[src/rtl/stream_average_pooling.sv]
// Streaming POOLxPOOL average pooling over a raster pixel stream with one row of partial sums.
// Build option: define ROUND_EN for round-half-up results; default truncates (floor).
module stream_average_pooling #(
    parameter int RESOLUTION = 8,
    parameter int IMG_W      = 28,
    parameter int IMG_H      = 28,
    parameter int POOL       = 2
) (
    input  logic                  clk,
    input  logic                  reset,
    input  logic                  in_valid,
    output logic                  in_ready,
    input  logic                  in_sof,
    input  logic [RESOLUTION-1:0] in_pixel,
    output logic                  out_valid,
    input  logic                  out_ready,
    output logic [RESOLUTION-1:0] out_pixel,
    output logic                  out_last
);
    localparam int LOG2P = $clog2(POOL);
    localparam int SUM_W = RESOLUTION + 2 * LOG2P;
    localparam int OUT_W = IMG_W / POOL;
    localparam int COL_W = (IMG_W > 1) ? $clog2(IMG_W) : 1;
    localparam int ROW_W = (IMG_H > 1) ? $clog2(IMG_H) : 1;
    localparam int OC_W  = (OUT_W > 1) ? $clog2(OUT_W) : 1;
`ifdef ROUND_EN
    localparam logic [SUM_W-1:0] ROUND_ADD = SUM_W'(1) << (2 * LOG2P - 1);
`else
    localparam logic [SUM_W-1:0] ROUND_ADD = '0;
`endif

    // Handshake: a transfer happens on a rising edge where valid and ready are both high.
    typedef enum logic {ACCUM, HOLD} state_t;

    state_t                  state_q, state_d;
    logic [COL_W-1:0]        col_q, col_d;
    logic [ROW_W-1:0]        row_q, row_d;
    logic [SUM_W-1:0]        h_acc_q, h_acc_d;
    logic [SUM_W-1:0]        csum_q [OUT_W];
    logic [SUM_W-1:0]        csum_d [OUT_W];
    logic [RESOLUTION-1:0]   out_pixel_q, out_pixel_d;
    logic                    out_last_q, out_last_d;

    logic                    accept;
    logic                    row_end;
    logic                    win_done;
    logic [COL_W-1:0]        eff_col;
    logic [ROW_W-1:0]        eff_row;
    logic [LOG2P-1:0]        cpos;
    logic [LOG2P-1:0]        rpos;
    logic [OC_W-1:0]         oc;
    logic [SUM_W-1:0]        pix_ext;
    logic [SUM_W-1:0]        row_sum;
    logic [SUM_W-1:0]        win_total;
    logic [SUM_W-1:0]        rounded;

    assign out_valid = (state_q == HOLD);
    assign in_ready  = !out_valid || out_ready;
    assign out_pixel = out_pixel_q;
    assign out_last  = out_last_q;

    always_comb begin
        accept    = in_valid && in_ready;
        // A start-of-frame pixel is placed at the origin no matter where the counters are.
        eff_col   = in_sof ? '0 : col_q;
        eff_row   = in_sof ? '0 : row_q;
        cpos      = eff_col[LOG2P-1:0];
        rpos      = eff_row[LOG2P-1:0];
        oc        = OC_W'(eff_col >> LOG2P);
        pix_ext   = SUM_W'(in_pixel);
        row_sum   = h_acc_q + pix_ext;
        win_total = csum_q[oc] + row_sum;
        rounded   = win_total + ROUND_ADD;
        row_end   = (cpos == LOG2P'(POOL - 1));
        win_done  = accept && row_end && (rpos == LOG2P'(POOL - 1));

        state_d     = state_q;
        col_d       = col_q;
        row_d       = row_q;
        h_acc_d     = h_acc_q;
        csum_d      = csum_q;
        out_pixel_d = out_pixel_q;
        out_last_d  = out_last_q;

        if (accept) begin
            h_acc_d = (cpos == '0) ? pix_ext : row_sum;
            if (row_end) begin
                csum_d[oc] = (rpos == '0) ? row_sum : (csum_q[oc] + row_sum);
            end
            if (eff_col == COL_W'(IMG_W - 1)) begin
                col_d = '0;
                row_d = (eff_row == ROW_W'(IMG_H - 1)) ? '0 : (eff_row + ROW_W'(1));
            end else begin
                col_d = eff_col + COL_W'(1);
                row_d = eff_row;
            end
        end

        if (win_done) begin
            out_pixel_d = RESOLUTION'(rounded >> (2 * LOG2P));
            out_last_d  = (eff_row == ROW_W'(IMG_H - 1)) && (eff_col == COL_W'(IMG_W - 1));
        end

        case (state_q)
            ACCUM: if (win_done) state_d = HOLD;
            HOLD:  if (out_ready && !win_done) state_d = ACCUM;
            default: state_d = ACCUM;
        endcase
    end

    always_ff @(posedge clk) begin
        if (reset) begin
            state_q     <= ACCUM;
            col_q       <= '0;
            row_q       <= '0;
            h_acc_q     <= '0;
            out_pixel_q <= '0;
            out_last_q  <= 1'b0;
        end else begin
            state_q     <= state_d;
            col_q       <= col_d;
            row_q       <= row_d;
            h_acc_q     <= h_acc_d;
            out_pixel_q <= out_pixel_d;
            out_last_q  <= out_last_d;
        end
    end

    // Column sums need no reset: every entry is overwritten on the first row of each window band.
    always_ff @(posedge clk) begin
        csum_q <= csum_d;
    end
endmodule

[config.mk]
export PLATFORM = sky130hd
export DESIGN_NAME = stream_average_pooling
export DESIGN_NICKNAME = d
export VERILOG_FILES = /design/src/rtl/stream_average_pooling.sv
export SDC_FILE = /design/constraint.sdc
export NUM_CORES = 1
export LEC_CHECK = 0
export BUFFER_PORTS_ARGS = -buffer_cell sky130_fd_sc_hd__buf_4
export CAP_MARGIN = 20
export CORE_MARGIN = 2
export CORE_UTILIZATION = 60
export DETAILED_ROUTE_END_ITERATION = 10
export HOLD_SLACK_MARGIN = 0.05
export PLACE_DENSITY = 0.77
export SYNTH_ARGS = -nofsm -noshare
export SYNTH_HDL_FRONTEND = slang
export SYNTH_SLANG_ARGS = --single-unit
[constraint.sdc]
create_clock -name clk -period 8.2 [get_ports clk]
set_input_delay 0.41 -clock clk [delete_from_list [all_inputs] [get_ports clk]]
set_output_delay 0.41 -clock clk [all_outputs]
set_load 0.05 [all_outputs]
==> flow_summary.json, run 1 <==
{
  "status": "completed",
  "wire_per_inst_um": 22.64,
  "yosys_warnings": 0,
  "cts_max_path_buffers": 2,
  "rrSetupSlack_ps": 2810,
  "coreArea_um2": 12670,
  "crit_path_end_kind": "flop",
  "die_x_um": 118.1,
  "area_delta_synth_final_pct": 12.17,
  "drc": 0,
  "path_buf_inv": 1,
  "synth_top_family_by_area": "compound AO/OA/AOI/OAI gates",
  "nets": 682,
  "ys.flop_type": "edfxtp_1",
  "fmax_mhz": 185.4,
  "cts_tree": "done",
  "synth-edff-count": 140,
  "synth_area_leaders": "edfxtp_1, dfxtp_1, mux2i_1, o22ai_1, ha_1",
  "setup-violations-final": 0,
  "critPathMaxStageDelay_ps": 800,
  "die_h_um": 118.1,
  "cts_setup_buffers": 0,
  "hold_ws_ps": 330.9,
  "cts_hold_buf": 0,
  "min_period_ps": 5394,
  "cts_buffers": 17,
  "clk_latency_ps": 440,
  "clock-root-buffer": "clkbuf_16",
  "stdcell_area_um2": 8767,
  "register_area_um2": 4806,
  "yosysTopAreaCell": "edfxtp_1",
  "drive_gt1_share_pct": 14.78,
  "async_flop_share_pct": 0,
  "synthXorXnorAreaFrac_pct": 1.905,
  "power_density_nw_per_um2": 223.3,
  "ios": 24,
  "syn-num-nets": 659,
  "fillers": 918,
  "drtPass1Iterations": 6,
  "ys_seq_elements": 170,
  "post_cts_resized": 0,
  "fin_cells": 835,
  "crit_path_cell_trace": "buf_4 > mux2_2 > o22ai_1 > a21oi_1 > o22ai_1 > nor2_1 > ha_1 > a211oi_1 > o21bai_1 > a21oi_1 > and3b_1 > a311o_1 > o21ai_0 > nand3_1 > xnor2_1",
  "critPathSlowestCell": "xnor2_1",
  "skew_ps": 9.708,
  "min_period_over_period_pct": 65.78,
  "grt_pass1_vias": 5287,
  "slew_violations": 0,
  "dieArea_um2": 13960,
  "avgSynthCellArea_um2": 12.47,
  "total_power_mw": 1.958,
  "finalSetupTns_ps": 0,
  "cts.htree.levels": 4,
  "multiInputGateArea_um2": 2840,
  "drt-initial-drc-count": 737,
  "setup_slack_ps": 2806,
  "slew_headroom_pct": 23.32,
  "synth_area_um2": 7816,
  "grt_max_degree": 54,
  "dp_worst_setup_slack_ps": 2880,
  "p_leak_nw": 2.962,
  "grt_pass1_wl_um": 29080,
  "viasPerCell": 6.453,
  "crit_fanout": 53,
  "syn_inst": 627,
  "worstSetupStartpointType": "flop",
  "worstHoldPathType": "input pin to flop",
  "numClockSinks": 170,
  "tightest_slew_ps": 1146,
  "seq_area_frac_synth_pct": 61.47,
  "worstPathRequired_ps": 8290,
  "drv_cap": 0,
  "start_util_pct": 61.69,
  "crit_start": "col_q[1]$_SDFFE_PP0P_",
  "clk_pin_slew_worst_paths_ps": 70,
  "routed_wl_um": 18900,
  "place_area_um2": 8165,
  "grt_usage_pct": 27.89,
  "placed_cells": 798,
  "port_buffers": 23,
  "n_antenna_cell": 0,
  "hold_violations": 0,
  "detail-route-antenna-nets": 0,
  "final_common_cell": "edfxtp_1",
  "grt.overflow.total": 0,
  "dp_hpwl_um": 12300,
  "r2r-start": "col_q[1]$_SDFFE_PP0P_",
  "ys_types": 66,
  "utilization_pct": 69.19,
  "synth_top_area_share_pct": 53.79,
  "antenna_found_initial": 0,
  "path_class": "flop to flop",
  "peakVddDrop_mv": 0.1659,
  "grt_setup_unrepaired": "false",
  "synth-simple-area-share_pct": 9.589,
  "synth_fa_ha_area_share_pct": 3.234,
  "path_delay_family": "compound AO/OA/AOI/OAI gates",
  "num_rows": 41,
  "gp_congestion": 0.9193,
  "cp.arrival_ps": 5490,
  "final_cell_mix": "edfxtp_1, nor2_1, nand2_1, buf_4, o22ai_1",
  "dr_total_vias": 5388,
  "hold_start": "in_pixel[5]",
  "synth_mux_area_share_pct": 6.787,
  "synth-compound-area-share_pct": 14.47
}
[cell usage after synthesis (3+ instances only)]
master	count
a22oi_1	11
a221oi_1	6
xor2_1	4
o21ai_0	34
inv_2	3
and3_1	3
dfxtp_1	30
nor2_1	50
mux2_2	8
nor2b_1	8
inv_1	9
or3_1	4
o31ai_1	3
and2_1	4
o22ai_1	36
clkbuf_1	21
a21o_1	7
edfxtp_1	140
a311o_1	3
mux2i_1	35
nor4_1	3
nor3_1	7
nor3b_1	4
nand2b_1	6
mux4_2	4
nand2_1	39
a31oi_1	5
a211oi_1	12
buf_1	5
xnor2_1	13
buf_2	6
nand3_1	9
a21oi_1	35
ha_1	17
[per-layer routing]
layer  track usage [%]  part of all wire [%]  routed length, um  up-vias
met5                 0                     0                  0        -
met4             9.940                   1.9                363        0
met3             6.515                   8.1               1526       31
met2             44.36                    49               9259      243
met1             37.86                    41               7752     2636
li1                  -                     -                  -     2478
[worst paths after layout]
path	cells past startpoint	to
max	15	csum_q[137]$_DFFE_PP_
min	3	h_acc_q[5]$_SDFFE_PP0P_
max reg2reg	15	csum_q[137]$_DFFE_PP_
min reg2reg	2	h_acc_q[2]$_SDFFE_PP0P_
[report_power, final]
group / internal [mW] / switching [mW]
Combinational: 0.0751 / 0.137
Clock: 0.425 / 0.349
Sequential: 0.968 / 0.00416
[flip-flops by register name, summed over array words and instances, names as in the netlist]
| name | cells |
|---|---|
| out_last | 1 |
| col_q | 5 |
| out_pixel | 8 |
| csum_q | 140 |
| row_q | 5 |
| h_acc_q | 10 |
| out_valid | 1 |
[kinds of logic (layout without fill, tap and decap cells)]
| family | after synthesis | count (layout) |
|---|---|---|
| compound gates | 173 | 173 |
| simple gates | 154 | 154 |
| flops | 170 | 170 |
| xor+xnor | 17 | 17 |
| mux | 47 | 47 |
| buf+inv | 47 | 83 |
| fa+ha+maj | 19 | 19 |
[worst min-delay path, stage by stage]
cell,delay [ps]
buf_4,110
mux2i_1,120
a211oi_1,80
[layout make-up]
type                       instances  area share [%]
sequential                       170           54.82
multi-input combinational        410           32.40
clock buffer                      18           4.895
timing repair buffer              39           3.382
tap                              172           2.455
clock inverter                    14           1.541
inverter                          12          0.5138
Power figures use the tool's default switching activity.
==> inputs of run 2 (changes only) <==
--- a/config.mk
+++ b/config.mk
@@ -8,10 +8,10 @@
 export BUFFER_PORTS_ARGS = -buffer_cell sky130_fd_sc_hd__buf_4
 export CAP_MARGIN = 20
 export CORE_MARGIN = 2
-export CORE_UTILIZATION = 60
+export CORE_UTILIZATION = 56
 export DETAILED_ROUTE_END_ITERATION = 10
 export HOLD_SLACK_MARGIN = 0.05
-export PLACE_DENSITY = 0.77
+export PLACE_DENSITY = 0.76
 export SYNTH_ARGS = -nofsm -noshare
 export SYNTH_HDL_FRONTEND = slang
 export SYNTH_SLANG_ARGS = --single-unit
==> constraint.sdc (replaced) <==
create_clock -name clk -period 4.86 [get_ports clk]
set_input_delay 0.243 -clock clk [delete_from_list [all_inputs] [get_ports clk]]
set_output_delay 0.243 -clock clk [all_outputs]
set_load 0.05 [all_outputs]
==> flow_summary.json, run 2 (same netlist as run 1, synthesis figures left out) <==
{
  "slew_headroom_pct": 24.70,
  "ios": 24,
  "num_rows": 43,
  "fin_cells": 859,
  "final_common_cell": "edfxtp_1",
  "largest_reg_flops": 140,
  "status": "completed",
  "min_period_over_period_pct": 87.92,
  "critPathSlowestCell": "dfxtp_1",
  "worstSetupStartpointType": "flop",
  "coreArea_um2": 13770,
  "area_delta_synth_final_pct": 14.31,
  "grt.overflow.total": 0,
  "path_buf_inv": 3,
  "power_density_nw_per_um2": 373.6,
  "cts.htree.levels": 4,
  "dp_hpwl_um": 12080,
  "dr_wl_met3_um": 1245,
  "worstPathRequired_ps": 5140,
  "worstHoldPathType": "input pin to flop",
  "post_cts_resized": 0,
  "stdcell_area_um2": 8935,
  "dieArea_um2": 14920,
  "path_delay_family": "compound AO/OA/AOI/OAI gates",
  "grt_usage_pct": 25.55,
  "wire_per_inst_um": 21.01,
  "setup-violations-final": 0,
  "wirelength_met1_um": 7458,
  "detail-route-antenna-nets": 0,
  "cts_max_path_buffers": 2,
  "cts_setup_buffers": 0,
  "place_area_um2": 8328,
  "clock-root-buffer": "clkbuf_16",
  "cpMostUsedCell": "buf_4",
  "die_h_um": 122.1,
  "path_class": "flop to flop",
  "routed_wl_um": 18050,
  "grt_pass1_vias": 5175,
  "port_buffers": 23,
  "slew_violations": 0,
  "clk_latency_ps": 440,
  "numClockSinks": 170,
  "min_period_ps": 4273,
  "drc": 0,
  "drtPass1Iterations": 5,
  "tightest_slew_ps": 1125,
  "fmax_mhz": 234.0,
  "setup_slack_ps": 587.1,
  "drv_cap": 0,
  "antenna_found_initial": 0,
  "top_layer": "met4",
  "total_power_mw": 3.338,
  "cts_tree": "done",
  "drive_gt1_share_pct": 16.79,
  "placed_cells": 823,
  "crit_path_cell_trace": "buf_4 > nor2b_1 > buf_4 > a221oi_1 > o22ai_1 > nor2_1 > ha_1 > a211oi_1 > o21bai_1 > a21oi_1 > and3b_1 > a311o_1 > o221ai_1 > a21oi_1 > o31ai_1 > buf_4",
  "grt_max_degree": 52,
  "hold_violations": 0,
  "cts_hold_buf": 0,
  "critPathMaxStageDelay_ps": 370,
  "grt_pass1_wl_um": 28100,
  "crit_path_end_kind": "flop",
  "clk_pin_slew_worst_paths_ps": 70,
  "top_register": "csum_q",
  "utilization_pct": 64.87,
  "drt-initial-drc-count": 618,
  "dp_worst_setup_slack_ps": 152.4,
  "skew_ps": 6.417,
  "viasPerCell": 6.248,
  "cp.arrival_ps": 4550,
  "n_antenna_cell": 0,
  "hold_ws_ps": 163.8,
  "gp_congestion": 0.9221,
  "wl_met2_um": 8839,
  "peakVddDrop_mv": 0.2541,
  "dr_total_vias": 5367,
  "grt_setup_unrepaired": "false",
  "nets": 698,
  "die_x_um": 122.1,
  "start_util_pct": 56.75,
  "final_cell_mix": "edfxtp_1, buf_4, nor2_1, nand2_1, o22ai_1",
  "crit_fanout": 14,
  "cts_buffers": 17,
  "finalSetupTns_ps": 0,
  "p_leak_nw": 3.051
}
[run 2: report_power, final]
group | leakage, nW | total, mW | switching (mW) | internal, mW
sequential | 1.54 | 1.64 | 0.00593 | 1.63
clock | 0.287 | 1.33 | 0.608 | 0.725
combinational | 1.22 | 0.368 | 0.229 | 0.138
total | 3.05 | 3.34 | 0.843 | 2.49
[run 2: worst reg2reg max path: stages, from the launching register on]
cell and delay (ps):
dfxtp_1 370, buf_4 190, nor2b_1 170, buf_4 180
a221oi_1 280, o22ai_1 130, nor2_1 240, ha_1 310
a211oi_1 290, o21bai_1 140, a21oi_1 300, and3b_1 220
a311o_1 350, o221ai_1 310, a21oi_1 120, o31ai_1 280
buf_4 240
[run 2: per-layer routing]
metal  up-vias  track usage (%)
li1       2494                -
met1      2632            32.22
met2       203            41.41
met3        38            6.788
met4         0            11.71
met5         -                0
[run 2: worst paths after layout]
path,startpoint,endpoint,slack (ps),cells past startpoint
hold / removal,in_pixel[2],h_acc_q[2]$_SDFFE_PP0P_,160,3
hold reg to reg,out_last$_SDFFE_PP0P_,out_last$_SDFFE_PP0P_,460,2
setup reg to reg,col_q[2]$_SDFFE_PP0P_,csum_q[9]$_DFFE_PP_,590,16
setup / recovery,col_q[2]$_SDFFE_PP0P_,csum_q[9]$_DFFE_PP_,590,16
[run 2: cell type report]
type | instances | area (um^2)
Tap cell | 180 | 225.2
Clock inverter | 15 | 151.4
Multi-Input combinational cell | 410 | 2849
Fill cell | 1012 | 4838
Inverter | 12 | 45.04
Sequential cell | 170 | 4806
Timing Repair Buffer | 55 | 432.9
Clock buffer | 17 | 425.4
